### src/rtl/gh_pkg.sv
// Shared state encoding, 50 MHz timing defaults and counter-width helper
// for the button conditioner.
package gh_pkg;

  typedef enum logic [1:0] {
    ST_IDLE   = 2'd0,
    ST_DELAY  = 2'd1,
    ST_REPEAT = 2'd2
  } rep_state_t;

  localparam int unsigned DEF_STABLE_CYCLES = 500000;
  localparam int unsigned DEF_REPEAT_DELAY  = 25000000;
  localparam int unsigned DEF_REPEAT_PERIOD = 5000000;

  function automatic int unsigned cnt_width(input int unsigned a,
                                            input int unsigned b,
                                            input int unsigned c);
    int unsigned m;
    m = a;
    if (b > m) m = b;
    if (c > m) m = c;
    return (m <= 1) ? 1 : $clog2(m);
  endfunction

  localparam int unsigned DEF_CNT_W =
    cnt_width(DEF_STABLE_CYCLES, DEF_REPEAT_DELAY, DEF_REPEAT_PERIOD);

endpackage

### src/rtl/button_conditioner_debounce_core.sv
// Two-flop synchronizer, stable-sample debouncer and registered edge pulses.
// BTN_INVERT_EN: raw pin is active-low; sync flops keep pin polarity, reset to 1.
module debounce_core
  import gh_pkg::*;
#(
  parameter int unsigned STABLE_CYCLES = DEF_STABLE_CYCLES,
  parameter int unsigned CNT_W         = cnt_width(STABLE_CYCLES, 1, 1)
) (
  input  logic i_clk,
  input  logic i_rst,
  input  logic i_btn_raw,
  output logic o_level,
  output logic o_rise,
  output logic o_fall,
  output logic o_rise_nxt,
  output logic o_fall_nxt
);

  localparam logic [CNT_W-1:0] STABLE_LAST = CNT_W'(STABLE_CYCLES - 1);

  logic             r_sync1;
  logic             r_sync2;
  logic             r_level;
  logic             r_rise;
  logic             r_fall;
  logic [CNT_W-1:0] r_cnt;
  logic             w_active;
  logic             w_differ;
  logic             w_accept;

  // Flops carry pin polarity so the reset value always reads as "released".
`ifdef BTN_INVERT_EN
  localparam logic SYNC_RST = 1'b1;
  assign w_active = ~r_sync2;
`else
  localparam logic SYNC_RST = 1'b0;
  assign w_active = r_sync2;
`endif

  assign w_differ   = (w_active != r_level);
  assign w_accept   = w_differ && (r_cnt == STABLE_LAST);
  assign o_rise_nxt = w_accept &&  w_active;
  assign o_fall_nxt = w_accept && !w_active;

  always_ff @(posedge i_clk) begin
    if (i_rst) begin
      r_sync1 <= SYNC_RST;
      r_sync2 <= SYNC_RST;
      r_level <= 1'b0;
      r_rise  <= 1'b0;
      r_fall  <= 1'b0;
      r_cnt   <= '0;
    end else begin
      r_sync1 <= i_btn_raw;
      r_sync2 <= r_sync1;
      r_rise  <= o_rise_nxt;
      r_fall  <= o_fall_nxt;
      if (w_accept) begin
        r_level <= w_active;
        r_cnt   <= '0;
      end else if (w_differ) begin
        r_cnt   <= r_cnt + 1'b1;
      end else begin
        r_cnt   <= '0;
      end
    end
  end

  assign o_level = r_level;
  assign o_rise  = r_rise;
  assign o_fall  = r_fall;

endmodule

### src/rtl/button_conditioner.sv
// Debounced button level, press/release pulses and trigger-gated auto-repeat.
// BTN_INVERT_EN selects an active-low raw button (handled in debounce_core).
//
// state     | meaning
// ST_IDLE   | button released, no repeat activity
// ST_DELAY  | held; counts trigger-high cycles toward the first repeat
// ST_REPEAT | held; emits a repeat pulse every REPEAT_PERIOD cycles
module button_conditioner
  import gh_pkg::*;
#(
  parameter int unsigned STABLE_CYCLES = DEF_STABLE_CYCLES,
  parameter int unsigned REPEAT_DELAY  = DEF_REPEAT_DELAY,
  parameter int unsigned REPEAT_PERIOD = DEF_REPEAT_PERIOD
) (
  input  logic clk,
  input  logic rst,
  input  logic btn_raw,
  input  logic trigger,
  output logic btn_level,
  output logic press_pulse,
  output logic release_pulse,
  output logic evt_pulse
);

  localparam int unsigned CNT_W = cnt_width(STABLE_CYCLES, REPEAT_DELAY, REPEAT_PERIOD);
  localparam logic [CNT_W-1:0] DELAY_LAST  = CNT_W'(REPEAT_DELAY - 1);
  localparam logic [CNT_W-1:0] PERIOD_LAST = CNT_W'(REPEAT_PERIOD - 1);

  rep_state_t       r_state;
  rep_state_t       w_state_nxt;
  logic [CNT_W-1:0] r_rcnt;
  logic [CNT_W-1:0] w_rcnt_nxt;
  logic             w_rise_nxt;
  logic             w_fall_nxt;
  logic             w_repeat;
  logic             r_evt;

  debounce_core #(
    .STABLE_CYCLES (STABLE_CYCLES),
    .CNT_W         (CNT_W)
  ) u_debounce (
    .i_clk      (clk),
    .i_rst      (rst),
    .i_btn_raw  (btn_raw),
    .o_level    (btn_level),
    .o_rise     (press_pulse),
    .o_fall     (release_pulse),
    .o_rise_nxt (w_rise_nxt),
    .o_fall_nxt (w_fall_nxt)
  );

  // FSM steps on the same edge the debounced level changes, keeping evt aligned.
  always_ff @(posedge clk) begin
    if (rst) begin
      r_state <= ST_IDLE;
      r_rcnt  <= '0;
      r_evt   <= 1'b0;
    end else begin
      r_state <= w_state_nxt;
      r_rcnt  <= w_rcnt_nxt;
      r_evt   <= w_rise_nxt | w_repeat;
    end
  end

  always_comb begin
    w_state_nxt = r_state;
    if (w_fall_nxt) begin
      w_state_nxt = ST_IDLE;
    end else begin
      case (r_state)
        ST_IDLE:   if (w_rise_nxt) w_state_nxt = ST_DELAY;
        ST_DELAY:  if (trigger && (r_rcnt == DELAY_LAST)) w_state_nxt = ST_REPEAT;
        ST_REPEAT: if (!trigger) w_state_nxt = ST_DELAY;
        default:   w_state_nxt = ST_IDLE;
      endcase
    end
  end

  // A coincident release suppresses the repeat pulse and clears the count.
  always_comb begin
    w_repeat   = 1'b0;
    w_rcnt_nxt = '0;
    if (!w_fall_nxt) begin
      case (r_state)
        ST_DELAY: begin
          if (trigger) begin
            if (r_rcnt == DELAY_LAST) w_repeat   = 1'b1;
            else                      w_rcnt_nxt = r_rcnt + 1'b1;
          end
        end
        ST_REPEAT: begin
          if (trigger) begin
            if (r_rcnt == PERIOD_LAST) w_repeat   = 1'b1;
            else                       w_rcnt_nxt = r_rcnt + 1'b1;
          end
        end
        default: ;
      endcase
    end
  end

  assign evt_pulse = r_evt;

endmodule

### config.mk
export PLATFORM = sky130hd
export DESIGN_NAME = button_conditioner
export DESIGN_NICKNAME = d
export VERILOG_FILES = /design/src/rtl/gh_pkg.sv /design/src/rtl/button_conditioner_debounce_core.sv /design/src/rtl/button_conditioner.sv
export SDC_FILE = /design/constraint.sdc
export NUM_CORES = 1
export LEC_CHECK = 0
export BUFFER_PORTS_ARGS = -buffer_cell sky130_fd_sc_hd__buf_2
export CAP_MARGIN = 20
export CELL_PAD_IN_SITES_DETAIL_PLACEMENT = 0
export CELL_PAD_IN_SITES_GLOBAL_PLACEMENT = 1
export CORE_ASPECT_RATIO = 0.7
export CORE_MARGIN = 8
export CORE_UTILIZATION = 40
export DETAILED_ROUTE_END_ITERATION = 8
export GPL_TIMING_DRIVEN = 0
export PLACE_DENSITY = 0.79
export SETUP_SLACK_MARGIN = 0.15
export SLEW_MARGIN = 10
export SYNTH_ARGS = -nofsm -noshare
export SYNTH_HDL_FRONTEND = slang
export SYNTH_SLANG_ARGS = --single-unit
### constraint.sdc
create_clock -name clk -period 3.5 [get_ports clk]
set_clock_uncertainty 0.2 [all_clocks]
set_input_delay 0.175 -clock clk [delete_from_list [all_inputs] [get_ports clk]]
set_output_delay 0.175 -clock clk [all_outputs]
set_load 0.005 [all_outputs]
Yosys cells after proc, flatten, opt, wreduce, memory -nomap -nowiden --
Index checks and enable logic that the tools add are counted. Widths: inputs -> output; s select.
Storage, ports and cells: input bits 4, output and inout bits 4, flip-flop bits (word level) 58, logic and storage cells 46
Cells by class: reductions and logical operators 9, bitwise gates (word level) 2, equality and inequality tests 9, multiplexer cells 15, add/subtract/negate cells 2
Operators by type and width (number):
- $mux 25 | 4
- $add 25x1->25 const B | 2
- $pmux 25 s2 | 1
- $eq 25x19->1 const B | 1
- $eq 25x23->1 const B | 1
- $eq 25x25->1 const B | 1
- $mux 2 | 3
- $ne 2x2->1 const B | 3
- $pmux 2 s3 | 1
- $mux 1 | 5
- $logic_and 1x1->1 | 4
- $reduce_and 3->1 | 1
- $reduce_or 3->1 | 1
- $eq 2x1->1 const B | 1
- $eq 2x2->1 const B | 1
- $logic_not 2->1 | 1
- $pmux 1 s2 | 1
- $reduce_or 2->1 | 1
- $logic_not 1->1 | 1
- $ne 1x1->1 | 1
- $not 1->1 | 1
- $or 1x1->1 | 1

Logic depth before layout (Yosys ltp) --
Gate-level depths: netlist of run 1.
word-level depth 6, gate-level depth with buffers 7, depth with buffers taken out 6

By module --
A second synthesis of run 1 with hierarchy kept.
Second synthesis, totals: cells, all modules 329, area, all modules 2997.9 sq um
Modules (own cells, without submodules):
- button_conditioner | cells an instance 168, area an instance 1607.8 sq um, times used 1, sequential area each 560.5 sq um
- debounce_core | cells an instance 161, area an instance 1390.1 sq um, times used 1, sequential area each 600.6 sq um

Worst setup path after synthesis of run 1 --
No wires, ideal clock.
path type reg2reg, start point reg u_debounce.r_cnt[21], end point reg r_state[0], clock period less this slack 2192 ps, required time 3179 ps, library setup time 121 ps, arrival time 1872 ps, buffers on the path 0, slack 1308 ps, stages on the path, launching flop included 6, path through dfxtp_1 > or4_4 > nor4_4 > a21oi_2 > nor3_2 > mux2_2
On the way: word-level cells in the longest chain between the ends 5, elaborated cells on any way between the ends 7, those cells by class eq/ne: 2; reduce/logical: 5
RTL lines:
- from (decl) | line button_conditioner_debounce_core.sv:26 | logic [CNT_W-1:0] r_cnt;
- from (signal assigned) | line button_conditioner_debounce_core.sv:62 | r_cnt <= r_cnt + 1'b1;
- $eq 25x19->1 * | line button_conditioner_debounce_core.sv:41 | assign w_accept = w_differ && (r_cnt == STABLE_LAST);
- $logic_and 1x1->1 * | line button_conditioner_debounce_core.sv:41
- $logic_and 1x1->1 | line button_conditioner_debounce_core.sv:42 | assign o_rise_nxt = w_accept && w_active;
- $ne 2x2->1 (no line)
- $reduce_and 3->1 (no line)
- to (signal assigned) | line button_conditioner.sv:59 | r_state <= w_state_nxt;
- to (decl) | line button_conditioner.sv:29 | rep_state_t r_state;
Mark *: on every way between the ends. The rest lies on a longest branch, timed or not. A chain may end at the register's enable or synchronous reset.

Worst setup path in the final report of run 1 --
start point reg u_debounce.r_cnt[20], end point reg r_state[0]
Same word-level chain as after synthesis.

==> impl_metrics.tcl, run 1 <==
set metrics [dict create \
    synthTopCellsByArea "dfxtp_1 42%, xnor2_1 10%, nor2_1 8.7%, xor2_1 4.1%, nand4_1 3.4%" \
    drv_cap 0 \
    ys_types 43 \
    intPower_mw 1.03 \
    ir_worst_vdd_uv 162 \
    rows 25 \
    power_density_nw_per_um2 415 \
    seqPwrFrac 0.508 \
    area_growth_pct 14.0 \
    die_h_um 85.4 \
    crit_start "u_debounce.r_cnt[20]$_SDFF_PP0_" \
    synth_area_per_cell_um2 8.71 \
    numClockSinks 58 \
    finalCriticalPeriod_ns 2.40 \
    cp-endpoint "r_state[0]$_SDFFE_PP0P_" \
    r2r-end "r_state[0]$_SDFFE_PP0P_" \
    nets 347 \
    min-delay-path-class "input port to flop" \
    multiInputGateArea_um2 1480 \
    clock_path_buffers 2 \
    fillers 664 \
    synth_area_um2 2750 \
    io_pins 8 \
    post-dp-hpwl_um 3890 \
    drt-total-wl_um 5400 \
    r2r_start "u_debounce.r_cnt[20]$_SDFF_PP0_" \
    maxSlewHeadroom 0.591 \
    layout.cells.non_filler 436 \
    syn-num-nets 326 \
    cts_root_buf "clkbuf_8" \
    yosysSeqAreaShare 0.422 \
    tritoncts "yes" \
    setup_ws_ns 1.10 \
    drc 0 \
    grt-ovfl-total 0 \
    clkLatencyLatePin_ns 0.34 \
    ys_ff_latch 58 \
    critical-path-max-stage-delay_ns 0.59 \
    ant_nets 0 \
    grt_pass1_vias 1948 \
    fp.dieW_um 115 \
    gp_congestion 0.773 \
    grt_start_max_net_pins 11 \
    place_ws_ns 1.11 \
    switching_share 0.208 \
    power.leakage_nw 0.970 \
    reg2reg_slack_ns 1.10 \
    portBuffers 7 \
    setup_viol 0 \
    yosys.area.top_type "dfxtp_1" \
    critPathKind "flop to flop" \
    start_util 0.411 \
    crit_path_end_kind "flop" \
    vias 2160 \
    final_area_um2 3140 \
    viasPerCell 4.95 \
    timing.fmax_ghz 0.417 \
    htree_levels 3 \
    cp_max_fo 6 \
    hold_viol_final 0 \
    worst_path_max_delay_cell "or4_1" \
    rsz0062_at_grt "no" \
    startpoint_type "flop" \
    p_sw_mw 0.272 \
    n_antenna_cell 0 \
    seq_area_um2 1160 \
    crit_chain "or4_1 -> nor4_4 -> a21oi_2 -> nor3_2 -> mux2_2" \
    antenna_found_initial 0 \
    clk_pin_slew_ns 0.06 \
    dr.pass1.iters 4 \
    period_share 0.686 \
    synthCells 316 \
    layout-drive-gt1-share 0.114 \
    wl_per_cell_um 12.4 \
    report.final.slew_viol_count 0 \
    synth_top_area_frac 0.422 \
    grt.total_usage 0.125 \
    pwr-share-clk 0.480 \
    cp.arrival_ns 2.42 \
    placed_cells 417 \
    outcome "completed" \
    place_area_um2 2910 \
    tns_ns 0 \
    drtIter0Drc 162 \
    r2r_cells 5 \
    grt_pass1_wl_um 9610 \
    yosysWarningCount 0 \
    dieArea_um2 9840 \
    combPwrFrac 0.011 \
    core_area_um2 6690 \
    cts_buffers 9 \
    cts_resized 0 \
    tightest_slew_ns 0.607 \
    required_ns 3.53 \
]
## layout by cell type (no fill, tap or decap), types with 6 or more instances in the layout
master | Yosys | layout
xor2_1 | 13 | 13
ha_1 | 6 | 6
inv_1 | 10 | 10
dfxtp_1 | 58 | 58
nand3_1 | 15 | 15
nand2_1 | 22 | 22
nor2_1 | 64 | 64
buf_2 | 1 | 8
nand4_1 | 15 | 15
xnor2_1 | 33 | 33
clkbuf_8 | 0 | 11
nor3_1 | 11 | 11
nor4_1 | 11 | 11
## repair_timing
item                      CTS  global route
hold endpoints to repair    3             0
hold buffers                3             0
buffers inserted            0             0
## registers in the layout, summed over array words and instances (netlist names)
register            flops
r_rcnt                 25
u_debounce.r_cnt       25
r_state                 2
evt_pulse               1
u_debounce.o_fall       1
u_debounce.o_level      1
u_debounce.o_rise       1
u_debounce.r_sync1      1
u_debounce.r_sync2      1
## stage by stage
| step | utilization | hold slack [ns] | power (mW) |
|---|---|---|---|
| final | 0.469 | 0.0432 | 1.30 |
| after global routing | 0.469 | 0.0724 | 1.35 |
| after CTS | 0.469 | 0.0287 | 1.32 |
| after detailed placement | 0.434 | 0.212 | 0.689 |
| after global placement | 0.434 | 0.193 | 0.689 |
| after floorplan | - | 0.0466 | 0.684 |
## routing by layer
layer,global-route usage,share of wire
met1,0.183,0.55
met2,0.151,0.37
met3,0.0461,0.060
met4,0.0570,0.020
met5,0,0
## worst max-delay path, delay by kind of cell (launching register included)
kind            cells  cell delay [ns]
compound gates      1             0.12
flops               1             0.38
simple gates        3             1.24
mux                 1             0.35
## synth_stat cells, drive strengths merged
cell,instances
a21boi,1
and4b,2
nor3b,1
a31oi,2
o21ai,3
nand2,23
xor2,13
o31a,1
or4,3
dfxtp,58
buf,6
nand3,15
or2,1
a31o,1
mux2,1
inv,10
a311oi,1
or3,4
nor3,12
o21a,1
ha,6
and3,5
nor4,13
a21oi,5
nor4bb,1
nor2,64
xnor2,33
or4b,1
and4,5
nand4,15
clkbuf,3
a21o,1
nor2b,2
nor4b,2
nand4b,1
## power groups by stage
| stage | clock network (mW) | logic [mW] | registers [mW] |
|---|---|---|---|
| floorplan | 0 | 0.00751 | 0.677 |
| global placement | 0 | 0.0121 | 0.677 |
| detailed placement | 0 | 0.0122 | 0.677 |
| CTS | 0.647 | 0.0149 | 0.662 |
| global route | 0.674 | 0.0169 | 0.662 |
| finish | 0.626 | 0.0148 | 0.662 |
## worst min-delay path by stage
stage	startpoint	to	slack, ns	cells past startpoint
floorplan	rst	u_debounce.r_sync1$_SDFF_PP0_	0.05	1
global placement	btn_raw	u_debounce.r_sync1$_SDFF_PP0_	0.19	2
detailed placement	btn_raw	u_debounce.r_sync1$_SDFF_PP0_	0.21	2
CTS	trigger	evt_pulse$_SDFF_PP0_	0.03	4
global route	trigger	evt_pulse$_SDFF_PP0_	0.07	4
finish	trigger	evt_pulse$_SDFF_PP0_	0.04	4
## kinds of logic after synthesis
kind of cell | Yosys count | synth area share
buffers and inverters | 19 | 0.0400
multiplexers | 1 | 0.00409
adder cells (fa/ha/maj) | 6 | 0.0273
AO/OA/AOI/OAI | 16 | 0.0395
XOR/XNOR | 46 | 0.146
flip-flops | 58 | 0.422
AND/OR/NAND/NOR | 170 | 0.321
## layout make-up
| type | instances | area share |
|---|---|---|
| Inverter | 10 | 0.0120 |
| Clock buffer | 11 | 0.0482 |
| Sequential cell | 58 | 0.370 |
| Timing Repair Buffer | 10 | 0.0207 |
| Clock inverter | 5 | 0.0167 |
| Tap cell | 94 | 0.0375 |
| Buffer | 9 | 0.0231 |
| Multi-Input combinational cell | 239 | 0.472 |
(Power assumes the default switching activity.)
==> run 2, diff against run 1 <==
==> constraint.sdc (replaced) <==
create_clock -name clk -period 2.4 [get_ports clk]
set_clock_uncertainty 0.2 [all_clocks]
set_input_delay 0.12 -clock clk [delete_from_list [all_inputs] [get_ports clk]]
set_output_delay 0.12 -clock clk [all_outputs]
set_load 0.005 [all_outputs]
==> run 2 against run 1 <==
Effect of this change:
- first-iteration DRC count grew 1.2%
- critical path depth is 1 higher
- routed wire length grew 8.5%
- cell count rose by 2.3%
- core utilization up 3.0 points
- clock-buffer cell count unchanged
- power up 46%
- fmax is 7.0% higher
- combinational power increased by 61%
- worst hold slack better by 0.19 ns
==> impl_metrics.tcl, run 2 (synthesized netlist as in run 1, its figures left out) <==
set metrics [dict create \
    clk_pin_slew_ns 0.06 \
    outcome "completed" \
    cts_buffers 9 \
    nets 357 \
    drtIter0Drc 164 \
    timing.fmax_ghz 0.446 \
    grt.total_usage 0.126 \
    layout-drive-gt1-share 0.176 \
    fp.dieW_um 115 \
    area_growth_pct 21.4 \
    tritoncts "yes" \
    wl_per_cell_um 13.1 \
    dr.pass1.iters 5 \
    period_share 0.935 \
    required_ns 2.42 \
    grt_pass1_vias 1972 \
    top_regs "r_rcnt: 25 flops, u_debounce.r_cnt: 25 flops, r_state: 2 flops" \
    min-delay-path-class "flop to flop" \
    io_pins 8 \
    grt_start_max_net_pins 11 \
    vias 2217 \
    rows 25 \
    drc 0 \
    holdWs_ns 0.238 \
    cp.arrival_ns 2.26 \
    clkLatencyLatePin_ns 0.33 \
    finalCriticalPeriod_ns 2.24 \
    power_density_nw_per_um2 568 \
    viasPerCell 4.97 \
    die_h_um 85.4 \
    core_area_um2 6690 \
    numClockSinks 58 \
    cts_root_buf "clkbuf_8" \
    drv_cap 0 \
    power.leakage_nw 1.04 \
    final_cell_mix "64 x nor2_1, 54 x dfxtp_1, 33 x xnor2_1, 22 x nand2_1, 15 x nand4_1" \
    start_util 0.411 \
    dieArea_um2 9840 \
    report.final.slew_viol_count 0 \
    setup_ws_ns 0.157 \
    post-dp-hpwl_um 3890 \
    clock_path_buffers 2 \
    drt-total-wl_um 5860 \
    grt-ovfl-total 0 \
    multiInputGateArea_um2 1580 \
    gp_congestion 0.773 \
    tns_ns 0 \
    ir_worst_vdd_uv 234 \
    hold_viol_final 0 \
    htree_levels 3 \
    fillers 630 \
    setup_viol 0 \
    antenna_found_initial 0 \
    n_antenna_cell 0 \
    ant_nets 0 \
    startpoint_type "flop" \
    seq_area_um2 1170 \
    grt_pass1_wl_um 9770 \
    maxSlewHeadroom 0.700 \
    layout_commonest_cell "nor2_1" \
    place_ws_ns 0.0105 \
    tightest_slew_ns 0.448 \
    crit_path_end_kind "flop" \
    finalPower_mw 1.90 \
    cp_max_fo 6 \
    critPathKind "flop to flop" \
    rsz0062_at_grt "yes" \
    portBuffers 7 \
]
==> run 2: cell types whose count changed in the layout (fill, tap and decap cells not counted), moves of 2 or more <==
cell | previous run | this run
nor4_1 | 11 | 6
or4_4 | 1 | 3
dfxtp_1 | 58 | 54
buf_6 | 5 | 10
dfxtp_4 | 0 | 3
or4_1 | 2 | 0
buf_4 | 0 | 4
nor4_4 | 1 | 3
nor4_2 | 1 | 4
==> run 2: what timing repair did <==
item	4_1_cts	5_1_grt
pin swaps	2	5
setup buffers	3	4
hold buffers	4	0
resized for setup	4	29
endpoints found under the setup margin	41	47
cloned	0	2
endpoints found under the hold margin	6	0
==> run 2: final timing paths <==
kind                                   start                      end  slack, ns  cells past startpoint
max          u_debounce.r_cnt[19]$_SDFF_PP0_  r_state[0]$_SDFFE_PP0P_       0.16                      6
max reg2reg  u_debounce.r_cnt[19]$_SDFF_PP0_  r_state[0]$_SDFFE_PP0P_       0.16                      6
min                     r_rcnt[0]$_SDFF_PP0_     r_rcnt[0]$_SDFF_PP0_       0.24                      1
min reg2reg             r_rcnt[0]$_SDFF_PP0_     r_rcnt[0]$_SDFF_PP0_       0.24                      1
==> run 2: layer usage <==
metal	share of wire	track usage	vias to the layer above
li1	-	-	1158
met5	0	0	-
met2	0.40	0.154	49
met1	0.53	0.185	1006
met3	0.058	0.0468	4
met4	0.0068	0.0570	0
==> run 2: area by class of cell <==
type / instances / area share
buffer: 9 / 0.0221
clock buffer: 11 / 0.0453
clock inverter: 5 / 0.0157
inverter: 10 / 0.0112
multi-input combinational: 239 / 0.471
sequential: 58 / 0.351
tap: 94 / 0.0352
timing repair buffer: 20 / 0.0483
==> run 2: worst max-delay path, stage by stage (launching register included) <==
cell     delay [ns]
dfxtp_4        0.36
or4_4          0.55
nor4_4         0.28
buf_6          0.17
a21oi_4        0.06
nor3_4         0.19
mux2_4         0.32
==> run 2: where the power goes <==
group	total (mW)	internal, mW	leakage (nW)	switching [mW]
clock	0.912	0.530	0.105	0.382
sequential	0.963	0.961	0.470	0.00160
combinational	0.0238	0.0117	0.462	0.0120
==> run 2: stage by stage <==
stage / area, um2 / utilization / std cells
5_1_grt: 3340 / 0.500 / 446
6_report: 3340 / 0.500 / 446
3_3_place_gp: 2910 / 0.434 / 417
3_5_place_dp: 2910 / 0.434 / 417
4_1_cts: 3200 / 0.478 / 440
2_1_floorplan: 2750 / - / 316
==> run 3, diff against run 2 <==
--- a/config.mk
+++ b/config.mk
@@ -5,7 +5,7 @@
 export SDC_FILE = /design/constraint.sdc
 export NUM_CORES = 1
 export LEC_CHECK = 0
-export BUFFER_PORTS_ARGS = -buffer_cell sky130_fd_sc_hd__buf_2
+export BUFFER_PORTS_ARGS = -buffer_cell sky130_fd_sc_hd__clkbuf_2
 export CAP_MARGIN = 20
 export CELL_PAD_IN_SITES_DETAIL_PLACEMENT = 0
 export CELL_PAD_IN_SITES_GLOBAL_PLACEMENT = 1
==> run 3 against run 2 <==
Effect of this change:
- register-to-register slack better by 0.04 ns
- largest cell class unchanged
- clock power fell by 6.7%
- largest power group unchanged
- cell count up 0.45%
- clock-buffer cell count fell by 1
==> impl_metrics.tcl, run 3 (synthesized netlist as in run 1, its figures left out) <==
set metrics [dict create \
    drtIter0Drc 128 \
    r2r-end "r_state[0]$_SDFFE_PP0P_" \
    rsz0062_at_grt "yes" \
    clock_path_buffers 2 \
    die_h_um 85.4 \
    ant_nets 0 \
    drc 0 \
    fp.dieW_um 115 \
    drv_cap 0 \
    dr.pass1.iters 4 \
    numClockSinks 58 \
    antenna_found_initial 0 \
    clkLatencyLatePin_ns 0.33 \
    io_pins 8 \
    finalPower_mw 1.84 \
    grt_pass1_wl_um 9790 \
    grt.total_usage 0.126 \
    top_regs "r_rcnt: 25 flops, u_debounce.r_cnt: 25 flops, r_state: 2 flops" \
    core_area_um2 6690 \
    layout_commonest_cell "nor2_1" \
    critical-path-max-stage-delay_ns 0.53 \
    timing.fmax_ghz 0.453 \
    drt-total-wl_um 5820 \
    vias 2244 \
    required_ns 2.42 \
    tightest_slew_ns 0.477 \
    grt_pass1_vias 2018 \
    cp_max_fo 6 \
    seq_area_um2 1170 \
    gp_congestion 0.779 \
    htree_levels 3 \
    nets 359 \
    final_cell_mix "64 x nor2_1, 53 x dfxtp_1, 33 x xnor2_1, 22 x nand2_1, 15 x nand4_1" \
    maxSlewHeadroom 0.681 \
    rows 25 \
    viasPerCell 5.01 \
    report.final.slew_viol_count 0 \
    startpoint_type "flop" \
    wl_per_cell_um 13.0 \
    holdWs_ns 0.245 \
    path_delay_family "simple AND/OR/NAND/NOR gates" \
    n_antenna_cell 0 \
    reg2reg_slack_ns 0.19 \
    min-delay-start "r_rcnt[0]$_SDFF_PP0_" \
    multiInputGateArea_um2 1560 \
    hold_viol_final 0 \
    critPathKind "flop to flop" \
    power.leakage_nw 1.03 \
    grt-ovfl-total 0 \
    setup_viol 0 \
    finalCriticalPeriod_ns 2.21 \
    cts_root_buf "clkbuf_8" \
    portBuffers 7 \
    crit_path_end_kind "flop" \
    tritoncts "yes" \
    grt_start_max_net_pins 11 \
    ir_worst_vdd_uv 268 \
    min-delay-path-class "flop to flop" \
    cts_buffers 9 \
    worst_path_max_delay_cell "or4_4" \
    r2r_cells 6 \
    whs_path_depth 1 \
    crit_chain "or4_4 -> nor4_4 -> buf_6 -> a21oi_4 -> nor3_4 -> mux2_4" \
    outcome "completed" \
    holdPathEnd "r_rcnt[0]$_SDFF_PP0_" \
    fillers 657 \
    cp.arrival_ns 2.23 \
    power_density_nw_per_um2 554 \
    post-dp-hpwl_um 3900 \
    area_growth_pct 20.4 \
    clk_pin_slew_ns 0.07 \
    dieArea_um2 9840 \
    start_util 0.411 \
    r2r_start "u_debounce.r_cnt[19]$_SDFF_PP0_" \
    layout-drive-gt1-share 0.175 \
    period_share 0.920 \
    path_buf_inv 1 \
]
## run 3: cell count changes in the layout (fill, tap and decap cells not counted), sizes merged
cell,previous run,this run
clkbuf,14,20
buf,22,17
clkinv,3,4
## run 3: per-layer routing
layer	vias up	track usage	wire length [um]
li1	1165	-	-
met1	1026	0.178	3130
met2	49	0.163	2280
met3	4	0.0532	362
met4	0	0.0463	48
met5	-	0	0
## run 3: power breakdown
group | internal (mW) | switching, mW | total (mW)
combinational | 0.0118 | 0.0118 | 0.0237
sequential | 0.961 | 0.00159 | 0.963
clock | 0.472 | 0.380 | 0.851
## run 3: area by class of cell
cell class                      count  area share
Multi-Input combinational cell    239       0.472
Sequential cell                    58       0.354
Timing Repair Buffer               22      0.0498
Clock buffer                       10      0.0385
Tap cell                           94      0.0355
Buffer                              9      0.0219
Clock inverter                      6      0.0174
Inverter                           10      0.0113
## run 3: per-stage QoR
stage / setup TNS [ns] / instance area [um2] / setup WS [ns] / cells / util
6_report: 0 / 3320 / 0.192 / 448 / 0.496
5_1_grt: 0 / 3320 / 0.121 / 448 / 0.496
4_1_cts: 0 / 3170 / 0.0915 / 439 / 0.473
3_5_place_dp: -0.0511 / 2910 / -0.0170 / 417 / 0.434
3_3_place_gp: -0.00510 / 2910 / -0.00510 / 417 / 0.434
2_1_floorplan: 0 / 2750 / 0.208 / 316 / -
## run 3: worst reg2reg max path: cells and delay by family, from the launching register on
kind            cells  cell delay [ns]
compound gates      1             0.07
mux                 1             0.31
simple gates        3             1.00
flops               1             0.35
buf+inv             1             0.16
## run 3: timing repair
item	4_1_cts	5_1_grt
endpoints found under the hold margin	4	0
gates cloned	0	1
endpoints found under the setup margin	41	47
pin swaps	4	7
resized for setup	3	22
setup buffers	2	8
hold buffers	4	0
## run 3: worst max path at each step
stage / cells past startpoint / slack, ns / end / startpoint
finish: 6 / 0.19 / r_state[0]$_SDFFE_PP0P_ / u_debounce.r_cnt[19]$_SDFF_PP0_
global route: 6 / 0.12 / r_state[0]$_SDFFE_PP0P_ / u_debounce.r_cnt[19]$_SDFF_PP0_
CTS: 6 / 0.09 / r_state[0]$_SDFFE_PP0P_ / u_debounce.r_cnt[20]$_SDFF_PP0_
detailed placement: 5 / -0.02 / r_state[0]$_SDFFE_PP0P_ / u_debounce.r_cnt[20]$_SDFF_PP0_
global placement: 5 / -0.005 / r_state[0]$_SDFFE_PP0P_ / u_debounce.r_cnt[20]$_SDFF_PP0_
floorplan: 5 / 0.21 / r_state[0]$_SDFFE_PP0P_ / u_debounce.r_cnt[21]$_SDFF_PP0_
